## src/rtl/seg7_scan_counter.sv

```systemverilog
// Hex up/down counter driven by two debounced buttons, with a multiplexed
// 7-segment display driver (one-hot digit select, shared segment lines).
module seg7_scan_counter #(
    parameter int unsigned DIGITS         = 4,
    parameter int unsigned TICK_DIV       = 8388608,
    parameter int unsigned SCAN_DIV       = 50000,
    parameter int unsigned DEB_CYCLES     = 500000,
    parameter bit          SATURATE       = 1'b0,
    parameter bit          BLANK_LZ       = 1'b0,
    parameter bit          SEG_ACTIVE_LOW = 1'b0,
    parameter bit          DIG_ACTIVE_LOW = 1'b0
) (
    input  logic                  CLK,
    input  logic                  RST_N,
    input  logic [1:0]            BTN,
    output logic [6:0]            SEG,
    output logic [DIGITS-1:0]     DIG,
    output logic [4*DIGITS-1:0]   VALUE,
    output logic                  WRAP
);

    localparam int unsigned VW = 4 * DIGITS;
    localparam int unsigned TW = $clog2(TICK_DIV);
    localparam int unsigned SW = $clog2(SCAN_DIV);
    localparam int unsigned DW = (DEB_CYCLES > 1) ? $clog2(DEB_CYCLES) : 1;
    localparam int unsigned IW = (DIGITS > 1) ? $clog2(DIGITS) : 1;

    localparam logic [6:0]        SEG_POL = {7{SEG_ACTIVE_LOW}};
    localparam logic [DIGITS-1:0] DIG_POL = {DIGITS{DIG_ACTIVE_LOW}};

    function automatic logic [6:0] hex7(input logic [3:0] n);
        case (n)
            4'h0: hex7 = 7'b1111110;
            4'h1: hex7 = 7'b0110000;
            4'h2: hex7 = 7'b1101101;
            4'h3: hex7 = 7'b1111001;
            4'h4: hex7 = 7'b0110011;
            4'h5: hex7 = 7'b1011011;
            4'h6: hex7 = 7'b1011111;
            4'h7: hex7 = 7'b1110000;
            4'h8: hex7 = 7'b1111111;
            4'h9: hex7 = 7'b1111011;
            4'hA: hex7 = 7'b1110111;
            4'hB: hex7 = 7'b0011111;
            4'hC: hex7 = 7'b1001110;
            4'hD: hex7 = 7'b0111101;
            4'hE: hex7 = 7'b1001111;
            default: hex7 = 7'b1000111;
        endcase
    endfunction

    logic [1:0]    sync_a;
    logic [1:0]    sync_b;
    logic [1:0]    deb;
    logic [DW-1:0] deb_cnt [2];

    logic [TW-1:0] pre;
    logic [TW-1:0] pre_n;
    logic          tick;
    logic [VW-1:0] value_n;
    logic          wrap_n;

    logic [SW-1:0] scan;
    logic [IW-1:0] idx;
    logic [3:0]    nib;
    logic          blank;
    logic          all_zero;
    logic [6:0]    seg_raw;
    logic [DIGITS-1:0] dig_raw;

    // Button synchroniser and per-button stable-sample debounce
    always_ff @(posedge CLK) begin
        if (!RST_N) begin
            sync_a <= '0;
            sync_b <= '0;
            deb    <= '0;
            for (int i = 0; i < 2; i++) deb_cnt[i] <= '0;
        end else begin
            sync_a <= BTN;
            sync_b <= sync_a;
            for (int i = 0; i < 2; i++) begin
                if (sync_b[i] != deb[i]) begin
                    if (deb_cnt[i] == DW'(DEB_CYCLES - 1)) begin
                        deb[i]     <= sync_b[i];
                        deb_cnt[i] <= '0;
                    end else begin
                        deb_cnt[i] <= deb_cnt[i] + DW'(1);
                    end
                end else begin
                    deb_cnt[i] <= '0;
                end
            end
        end
    end

    // Count step: clear dominates, otherwise up/down on tick with wrap or clamp
    always_comb begin
        tick    = (pre == TW'(TICK_DIV - 1));
        pre_n   = tick ? '0 : pre + TW'(1);
        value_n = VALUE;
        wrap_n  = 1'b0;
        if (deb == 2'b11) begin
            value_n = '0;
            pre_n   = '0;
        end else if (tick && deb == 2'b01) begin
            if (&VALUE) begin
                if (!SATURATE) begin
                    value_n = '0;
                    wrap_n  = 1'b1;
                end
            end else begin
                value_n = VALUE + VW'(1);
            end
        end else if (tick && deb == 2'b10) begin
            if (VALUE == '0) begin
                if (!SATURATE) begin
                    value_n = '1;
                    wrap_n  = 1'b1;
                end
            end else begin
                value_n = VALUE - VW'(1);
            end
        end
    end

    always_ff @(posedge CLK) begin
        if (!RST_N) begin
            pre   <= '0;
            VALUE <= '0;
            WRAP  <= 1'b0;
        end else begin
            pre   <= pre_n;
            VALUE <= value_n;
            WRAP  <= wrap_n;
        end
    end

    // Segment pattern and select for the digit currently being scanned
    always_comb begin
        nib      = 4'h0;
        blank    = 1'b0;
        all_zero = 1'b1;
        dig_raw  = '0;
        for (int i = 0; i < DIGITS; i++) begin
            dig_raw[i] = (idx == IW'(i));
            if (idx == IW'(i)) nib = VALUE[4*i +: 4];
        end
        for (int i = DIGITS - 1; i >= 1; i--) begin
            all_zero = all_zero && (VALUE[4*i +: 4] == 4'h0);
            if (idx == IW'(i) && all_zero) blank = 1'b1;
        end
        seg_raw = (BLANK_LZ && blank) ? 7'b0000000 : hex7(nib);
    end

    // Scan timing and registered display outputs (SEG/DIG update together)
    always_ff @(posedge CLK) begin
        if (!RST_N) begin
            scan <= '0;
            idx  <= '0;
            SEG  <= 7'b1111110 ^ SEG_POL;
            DIG  <= DIGITS'(1) ^ DIG_POL;
        end else begin
            if (scan == SW'(SCAN_DIV - 1)) begin
                scan <= '0;
                idx  <= (idx == IW'(DIGITS - 1)) ? '0 : idx + IW'(1);
            end else begin
                scan <= scan + SW'(1);
            end
            SEG <= seg_raw ^ SEG_POL;
            DIG <= dig_raw ^ DIG_POL;
        end
    end

endmodule

```

## config.mk

```make
export PLATFORM = sky130hd
export DESIGN_NAME = seg7_scan_counter
export DESIGN_NICKNAME = d
export VERILOG_FILES = /design/src/rtl/seg7_scan_counter.sv
export SDC_FILE = /design/constraint.sdc
export NUM_CORES = 1
export LEC_CHECK = 0
export ABC_AREA = 0
export CELL_PAD_IN_SITES_DETAIL_PLACEMENT = 1
export CELL_PAD_IN_SITES_GLOBAL_PLACEMENT = 1
export CORE_UTILIZATION = 35
export DETAILED_ROUTE_END_ITERATION = 7
export DONT_BUFFER_PORTS = 1
export MAX_ROUTING_LAYER = met4
export PLACE_DENSITY_LB_ADDON = 0.1
export SETUP_SLACK_MARGIN = 0.05
export SLEW_MARGIN = 25
export SYNTH_ARGS = -nofsm -noshare
export SYNTH_HDL_FRONTEND = slang
export SYNTH_SLANG_ARGS = --single-unit
```

## constraint.sdc

```tcl
create_clock -name CLK -period 6.9 [get_ports CLK]
set_input_delay 1.38 -clock CLK [delete_from_list [all_inputs] [get_ports CLK]]
set_output_delay 1.38 -clock CLK [all_outputs]
set_load 0.03 [all_outputs]
```

# Word-level counts from Yosys, hierarchy flattened
# Memory sizes are Yosys's and may differ from the RTL's. A register that Yosys moved wholly into a read port is not among the register bits.
# Index checks and enable logic that the tools add are counted.
# word_totals
ff_bits	68
ramBits	38
rom_bits	112
out_inout_bits	28
word_cells	92
memories	2
# mem_list
name	words	width	read_ports	rd_clocked_by_memory_dff	write_ports	line_no	text
(no name shown)	16	7	1	1	0	32	case (n)
deb_cnt	2	19	2	0	2	55	logic [DW-1:0] deb_cnt [2];
# op_classes
n_addsub	7
n_eq_ne	12
mux	42
bitwise	7
reduce_logical	12
# ops
operator	count
$mux W19	6
$mux W16	4
$add A19 B1 Y19 const B	2
$eq A19 B19 Y1 const B	2
$add A16 B1 Y16 const B	2
$mux W1	27
$add A23 B1 Y23 const B	1
$eq A23 B23 Y1 const B	1
$eq A16 B16 Y1 const B	1
$logic_not A16 Y1	1
$mux W4	4
$reduce_and A16 Y1	1
$sub A16 B1 Y16 const B	1
$eq A2 B2 Y1 const B	4
$or A1 B1 Y1	6
$eq A2 B1 Y1 const B	2
$reduce_and A2 Y1	2
$reduce_or A2 Y1	2
$reduce_or A3 Y1	1
$add A2 B1 Y2 const B	1
$logic_and A1 B1 Y1	2
$logic_not A2 Y1	1
$mux W2	1
$ne A1 B1 Y1	2
3 further kinds	3

# Depth between registers and ports, before layout
# Gate-level depths: netlist of run 1.
# depth
word_depth	8
mapped_depth	12
mapped_depth_nobuf	11

# Least setup slack after synthesis of run 1
# Ideal clock, no wire load.
# synth_path
path_type	input to register
from	input RST_N
to	memory deb_cnt[0][14] (netlist bit) (data pin)
arrival_ns	2.623
setup_slack_ns	4.011
path_stages	7
n_path_buf	4
cell_sequence	clkbuf_1 > inv_1 > clkbuf_1 > or3_1 > clkbuf_1 > clkbuf_1 > nor2_1
# synth_rtl
element	line_no	text
start, declared	14	input logic RST_N,
end, declared	55	

# Worst setup path in the final report of run 1
# layout_path
from	input RST_N
to	register pre[6]
# layout_between
elab_chain_len	2
# layout_rtl
element	line_no	text
$not A1 Y1 (no line)	n/a	
$reduce_or A3 Y1 (no line)	n/a	
end signal, assigned	132	pre <= pre_n;
end, declared	57	logic [TW-1:0] pre;
# No other way between the ends.
# A chain may end at the register's enable or synchronous reset.

==> flow_results.org, run 1 <==
** Power and ir drop
- For this design the ratio of total power to cell area is 228 nW/um^2.
- Peak VDD IR :: around 0.17 mV
- For this design the static power due to leakage is roughly 2.5 nW.

** Cells and area
- Diode count :: 0
- Fraction of final layout cells with drive strength greater than 1 :: 0.0569
- Across the whole layout, storage elements account for ~2600 sq um.
- After filler insertion, the fill cell instance count of the layout stands at about 2100.
- The area growth from synthesis to layout is 14.3%.
- At the end of the flow, the number of nets in the layout was 765.
- Area taken by multi-input logic gates :: about 3400 sq um

** Timing
- Setup repair after global routing missed its margin :: no
- Timing would allow up to approximately 350 MHz.
- Setup violations remaining at the end of the flow were counted as 0.
- Final hold violations :: 0
- Final Slew Violations :: 0
- Least-Margin Pin Slew :: about 0.85 ns
- For the final routed database, the setup TNS stands at 0 ns.
- Hold slack final :: ~0.44 ns
- Dividing the final minimum period by the clock period gives 0.415.
- Final worst path period need :: 2.87 ns
- Relative slew margins :: 0.432
- Maximum clock skew at final layout :: between 0.008 and 0.009 ns

** GRT
- The number of global-route vias before repair came to between 5000 and 6000.
- For this run the aggregate overflow at the end of global routing stands at 0.
- Maximum number of pins on one net before global-route repair :: 21
- The initial antenna violation count came to 1.
- The first global-routing pass estimated between 20 and 30 mm of wire.
- For this run, the total global-route usage over all layers was measured as 0.191.

** Setup path
- Kind of cell adding the most delay to the critical path :: compound AO/OA/AOI/OAI gates
- On the worst path, the slowest cell contributes a delay of 0.71 ns.
- The slowest stage of the critical path belongs to the cell a21oi_1.
- Together, buffers and inverters on the worst path number 1.
- In this design, the critical path's most frequently occurring cell is a21oi_1.
- Critical path fanouts, max :: 20
- In this run the register-to-register setup slack is just over 4 ns.
- WP data required :: between 7 and 8 ns
- Cell-by-cell trace of the critical path :: inv_1 > a21oi_1 > nand2_1 > a21oi_1
- Endpoint type of the worst setup path :: register
- The setup path with the least slack is of type primary input to register.
- Startpoint class of the critical path :: primary input
- Data arrival time of the critical path :: 3.20 ns

** Place
- RePlAce Congestion :: ~0.80
- Once detailed placement completed, the half-perimeter wirelength came to 11.4 mm.
- Port Buffers :: 0

** Clock network
- Post-CTS repair timing setup buffer count :: 0
- Number of sinks handled by clock tree synthesis :: around 110
- CTS tree :: done
- Library cell used as clock root buffer :: clkbuf_16
- TritonCTS Buffers :: 17
- Number of buffers on the longest clock path :: 2
- The H-tree was split into 4 levels.
- The later pin in the worst-skew pair is clocked with a latency of 0.42 ns.
- The number of gates resized after CTS was 0.
- Clock transition at the registers of the reported paths :: roughly 0.060 ns
- In this run, post-CTS hold repair placed 0 buffers.

** Drt
- Dividing the detail-routed wire length by the instance count gives between 15 and 20 um.
- In this run the remaining antenna-violating nets after routing total 0.
- Mean number of vias per cell :: approximately 5.2
- Number of vias in the routed layout :: just over 5000
- Routed wire length :: 16.0 mm
- In this run, the number of DRC markers left after iteration 0 of detailed routing was 224.
- First-pass iteration count of the detailed router :: 4
- Residual DRC :: 0

** Yosys
- Synthesis handed over a netlist of slightly above 700 instances.
- Synth Register Bits :: 113
- Number of flops mapped to enable cells by yosys :: 38
- Top_reg_cell synth :: dfxtp_1
- Of the synthesized area, sequential elements account for 0.428.
- After synthesis, the share of flip-flops with an asynchronous set or reset is 0.
- Counting distinct cell types in the post-synthesis netlist gives 60.
- Post-synth design cell area :: 6180 sq um
- Synthesized area per cell :: about 8.6 sq um
- Synth Warn # :: 0

** Floorplan
- Die width :: 135 um
- Placement Rows :: 48
- Starting density of the core :: 0.357
- Height of the die :: roughly 130 um
- Die area :: 18200 sq um
- Pin placement for this block handled 32 I/O pins.
- In this run the standard cell core region covers 17300 sq um.

** Flow run
- Max-cap viol count :: 0

** Outcome
- Outcome :: finished clean

** Min path
- The path class of the tightest hold or removal check is register to register.
## cell type report
| type | count | share of cell area |
|---|---|---|
| tap | 225 | 0.0399 |
| clock inverter | 8 | 0.0108 |
| sequential | 113 | 0.374 |
| timing repair buffer | 4 | 0.00390 |
| clock buffer | 24 | 0.0712 |
| inverter | 28 | 0.0149 |
| multi-input combinational | 579 | 0.485 |
## cell usage after synthesis, drive strengths merged (5+ instances only)
master / n / area [sq um]
nor2: 124 / 473
dfxtp: 75 / 1500
nand2: 57 / 214
xnor2: 39 / 342
edfxtp: 38 / 1140
xor2: 38 / 333
nand3: 34 / 170
clkbuf: 30 / 113
nor3: 29 / 150
inv: 28 / 105
a21oi: 27 / 139
o21ai: 27 / 135
nand4: 26 / 163
ha: 18 / 225
and3: 12 / 75.1
nor4: 12 / 75.1
mux2i: 10 / 100
or3: 10 / 62.6
a31oi: 9 / 56.3
and2: 9 / 56.3
buf: 6 / 30.0
nand2b: 6 / 37.5
o31ai: 5 / 37.5
## sequential cells by signal, summed over array words and instances (netlist names)
| signal | flops |
|---|---|
| deb_cnt | 38 |
| pre | 23 |
| VALUE | 16 |
| scan | 16 |
| SEG | 7 |
| DIG | 4 |
| deb | 2 |
| idx | 2 |
| sync_a | 2 |
| sync_b | 2 |
| WRAP | 1 |
## logic make-up (layout without fill, tap and decap cells)
kind of cell / Yosys count / after routing / synth area share
compound gates: 102 / 102 / 0.108
xor+xnor: 77 / 77 / 0.109
fa+ha+maj: 18 / 18 / 0.0365
buf+inv: 64 / 64 / 0.0401
flops: 113 / 113 / 0.428
mux: 11 / 11 / 0.0198
other cells: 1 / 38 / 0.000607
simple gates: 333 / 333 / 0.258
## final timing paths
check | to | cells after the start | startpoint
worst min-delay path | sync_b[1] | 1 | sync_a[1]
worst min register to register | sync_b[1] | 1 | sync_a[1]
worst max register to register | SEG[3] | 10 | idx[0]
worst max-delay path | pre[6] | 4 | RST_N
## report_power, final
group | leakage, nW | switching (mW) | total (mW) | internal (mW)
logic | 1.20 | 0.0206 | 0.0322 | 0.0116
clock network | 0.282 | 0.316 | 0.861 | 0.544
registers | 0.998 | 0.0141 | 0.716 | 0.702
## worst reg2reg max path, stage by stage (launching register included)
cell	delay, ns
dfxtp_1	0.40
inv_1	0.08
ha_1	0.30
a21oi_1	0.15
o21ai_0	0.09
a22oi_1	0.56
inv_1	0.20
ha_1	0.36
inv_1	0.05
mux4_2	0.44
nand2_1	0.08
## per-stage QoR
| step | power (mW) | instances | setup slack [ns] | util | area, sq um |
|---|---|---|---|---|---|
| 2_1_floorplan | 0.753 | 756 | 4.01 | - | 6320 |
| 3_3_place_gp | 0.760 | 948 | 3.64 | 0.375 | 6480 |
| 3_5_place_dp | 0.762 | 948 | 3.54 | 0.375 | 6480 |
| 4_1_cts | 1.63 | 980 | 4.01 | 0.408 | 7060 |
| 5_1_grt | 1.66 | 981 | 3.81 | 0.408 | 7060 |
| 6_report | 1.61 | 981 | 4.03 | 0.408 | 7060 |
## layout by cell type, fill, tap and decap left out, drive strengths merged, types with 29 or more instances in the layout
master  instances
nor2          124
edfxtp         38
xor2           38
dfxtp          75
inv            30
nor3           29
nand2          57
nand3          34
conb           38
xnor2          39
## per-layer routing
layer  vias to the layer above  routed length, um  GRT usage
met5                         -                  0          -
met1                      2519               7490      0.232
met3                        26                460     0.0447
met4                         0                257     0.0674
li1                       2528                  -          -
met2                        77               7750      0.308
Power figures use the tool's default switching activity.
==> run 2, diff against run 1 <==
==> constraint.sdc (replaced) <==
create_clock -name CLK -period 2.87 [get_ports CLK]
set_input_delay 0.574 -clock CLK [delete_from_list [all_inputs] [get_ports CLK]]
set_output_delay 0.574 -clock CLK [all_outputs]
set_load 0.03 [all_outputs]
==> run 2 against run 1 <==
Power rose by 140%. Final area rose by 2.0%. Non-clock buffer count rose by 22. Global-route usage rose by 0.71 points. Die area did not move. Via count rose by 1.8%. Combinational power rose to 2.5 times the previous value. Core utilization rose by 0.83 points. Flip-flop and latch count did not move. Final cell count rose by 2.3%. First-iteration DRC count rose by 25%.
==> flow_results.org, run 2 (synthesized netlist as in run 1, its figures left out) <==
** Setup path
- Type of the worst setup path :: register to register
- Stages on the worst setup path :: 6 (+2)
- The worst stage delay on the critical path was 0.70 ns (about the same).
- STA classifies the critical path endpoint as a register.
- The critical path buffer and inverter count was 0 (-1).
- Critical path fanouts, max :: 10 (-50%)
- The worst setup path is launched from a register.
- Walking the worst path, the cells encountered are ha_1 > nand3_1 > or4_1 > o211a_1 > a31oi_1 > a21bo_1.
- Kind of cell adding the most delay to the critical path :: simple AND/OR/NAND/NOR gates
- Max stage delay cell, worst path :: or4_1
- Logic depth of the worst register-to-register path :: 6 (-4)
- The critical path data required time is 3.18 ns (-4.05 ns).
- The data arrival time of the critical path is 2.83 ns (-0.37 ns).

** Floorplan
- Core Box Area :: 17300 sq um (unchanged)
- The initial core utilization came to 0.357 (unchanged).
- Height of the die :: 135 um (unchanged)
- Die width :: 135 um (unchanged)
- The die outline area came to 18200 sq um (unchanged).
- Placement Rows :: 48 (unchanged)
- Top-level I/O count :: 32 (unchanged)

** Clock network
- CTS tree :: done
- The insertion delay of the later-clocked pin in the worst-skew pair was 0.42 ns (about the same).
- The cell sitting at the root of the clock tree is a clkbuf_16.
- # hold bufs at CTS :: 0 (unchanged)
- Post-CTS repair timing setup buffer count :: 0 (unchanged)
- The quantity of gates resized following cts was 0 (unchanged).
- The clock sink total is 113 (unchanged).
- Clock transition at the registers of the reported paths :: 0.06 ns (about the same)
- The number of H-tree levels was 4 (unchanged).
- The maximum clock path buffer count was 2 (unchanged).
- TritonCTS Buffers :: 17 (unchanged)

** Timing
- Final hold violations :: 0 (unchanged)
- Count of endpoints failing setup in the final report :: 0 (unchanged)
- Setup repair after global routing left no endpoint under its margin.
- Final period util :: 0.880
- Derived from the worst setup path, the maximum achievable clock frequency is 396 MHz.
- Final Slew Violations :: 0 (unchanged)
- Final worst path period need :: between 2 and 3 ns
- The total negative slack for setup checks was 0 ns (unchanged).
- The slew at the pin closest to its max-slew limit came to 0.768 ns (-0.0845 ns).
- The final clock skew is 0.0128 ns (+0.00413 ns).
- The tightest slew margin relative to the limit came to 0.487 (+0.0556).

** Outcome
- The run finished with clean final reports.

** Drt
- Wire length per cell :: 16.4 um (+0.53%)
- Routed wire length :: 16.4 mm (+2.9%)
- DRT antenna net count :: 0 (unchanged)
- Mean number of vias per cell :: 5.22 (-0.56%)
- Number of vias in the routed layout :: 5241 (+1.8%)
- First-pass iteration count of the detailed router :: 4 (unchanged)
- Residual DRC :: 0 (unchanged)
- The number of DRC markers after the initial detailed-route iteration was 280 (+25%).

** GRT
- Residual overflow from global routing :: 0 (unchanged)
- Antenna violations before repair :: 0 (-1)
- The wire length of the first global-routing pass was 27.3 mm (+3.5%).
- Number of global-route vias before repair :: 5426 (+3.8%)
- The largest net degree at the start of global routing came to 20 (-4.8%).
- All-layer global routing usage :: 0.198 (+0.00711)

** Power and ir drop
- The power consumption was 3.80 mW (+140%).
- Power density relative to cell area :: 528 nW/um^2 (+130%)
- Peak VDD IR :: 0.512 mV (+200%)
- Leakage power total :: 2.58 nW (+4.1%)

** Place
- Port Buffers :: 0 (unchanged)
- Sum of net half-perimeters after detailed placement :: 11.9 mm (+3.7%)
- RePlAce Congestion :: 0.888 (+11%)

** Cells and area
- The number of flip-flops under the largest register name came to 38 (unchanged).
- Net count reported at finish :: 787 (+2.9%)
- Top register by number of flip-flops :: deb_cnt
- Leading cell type in the layout, fill and taps excluded :: nor2_1
- In the layout the commonest cells are 123 x nor2_1, 75 x dfxtp_1, 57 x nand2_1.
- The proportion of layout cells with a drive suffix above 1 was 0.0797 (+0.0228).
- Synthesis-to-finish area growth :: 16.6%
- The largest registers in the layout are deb_cnt (38), pre (23).

** Flow run
- The number of maximum-capacitance constraint violations came to 0 (unchanged).

** Min path
- The worst hold path stage count is 1 (unchanged).
- The worst hold path belongs to the class primary input to register.
[run 2: layout make-up]
class | instances | area, sq um
Antenna cell | 1 | 2.50
Clock buffer | 19 | 433
Clock inverter | 13 | 120
Fill cell | 2065 | 10100
Inverter | 28 | 105
Multi-Input combinational cell | 579 | 3430
Sequential cell | 113 | 2640
Tap cell | 225 | 282
Timing Repair Buffer | 26 | 195
[run 2: final timing paths]
path / startpoint / end / slack, ns
worst max register to register: VALUE[1] / VALUE[11] / 0.34
worst max-delay path: VALUE[1] / VALUE[11] / 0.34
worst min register to register: pre[0] / pre[0] / 0.44
worst min-delay path: RST_N / SEG[3] / 0.23
[run 2: per-layer routing]
| metal | vias up | share of wire | GRT usage |
|---|---|---|---|
| met3 | 21 | 0.037 | 0.0383 |
| met5 | - | 0 | - |
| met2 | 87 | 0.49 | 0.329 |
| li1 | 2569 | - | - |
| met1 | 2564 | 0.45 | 0.237 |
| met4 | 0 | 0.017 | 0.0718 |
[run 2: worst register-to-register path, cell delays in order, from the launching register on]
cell	delay, ns
dfxtp_1	0.66
ha_1	0.34
nand3_1	0.13
or4_1	0.70
o211a_1	0.23
a31oi_1	0.13
a21bo_1	0.21
[run 2: power by group]
part	internal, mW	switching, mW
registers	1.69	0.0333
logic	0.0300	0.0505
clock network	1.26	0.745
[run 2: through the flow]
step                hold WS, ns  cells  area, sq um   util  worst slack [ns]
floorplan                 0.412    756         6320      -             0.441
global placement          0.428    971         6650  0.385             0.486
detailed placement        0.435    971         6650  0.385             0.386
CTS                       0.209   1003         7200  0.417             0.369
global route              0.215   1003         7200  0.417             0.227
finish                    0.230   1004         7210  0.417             0.345
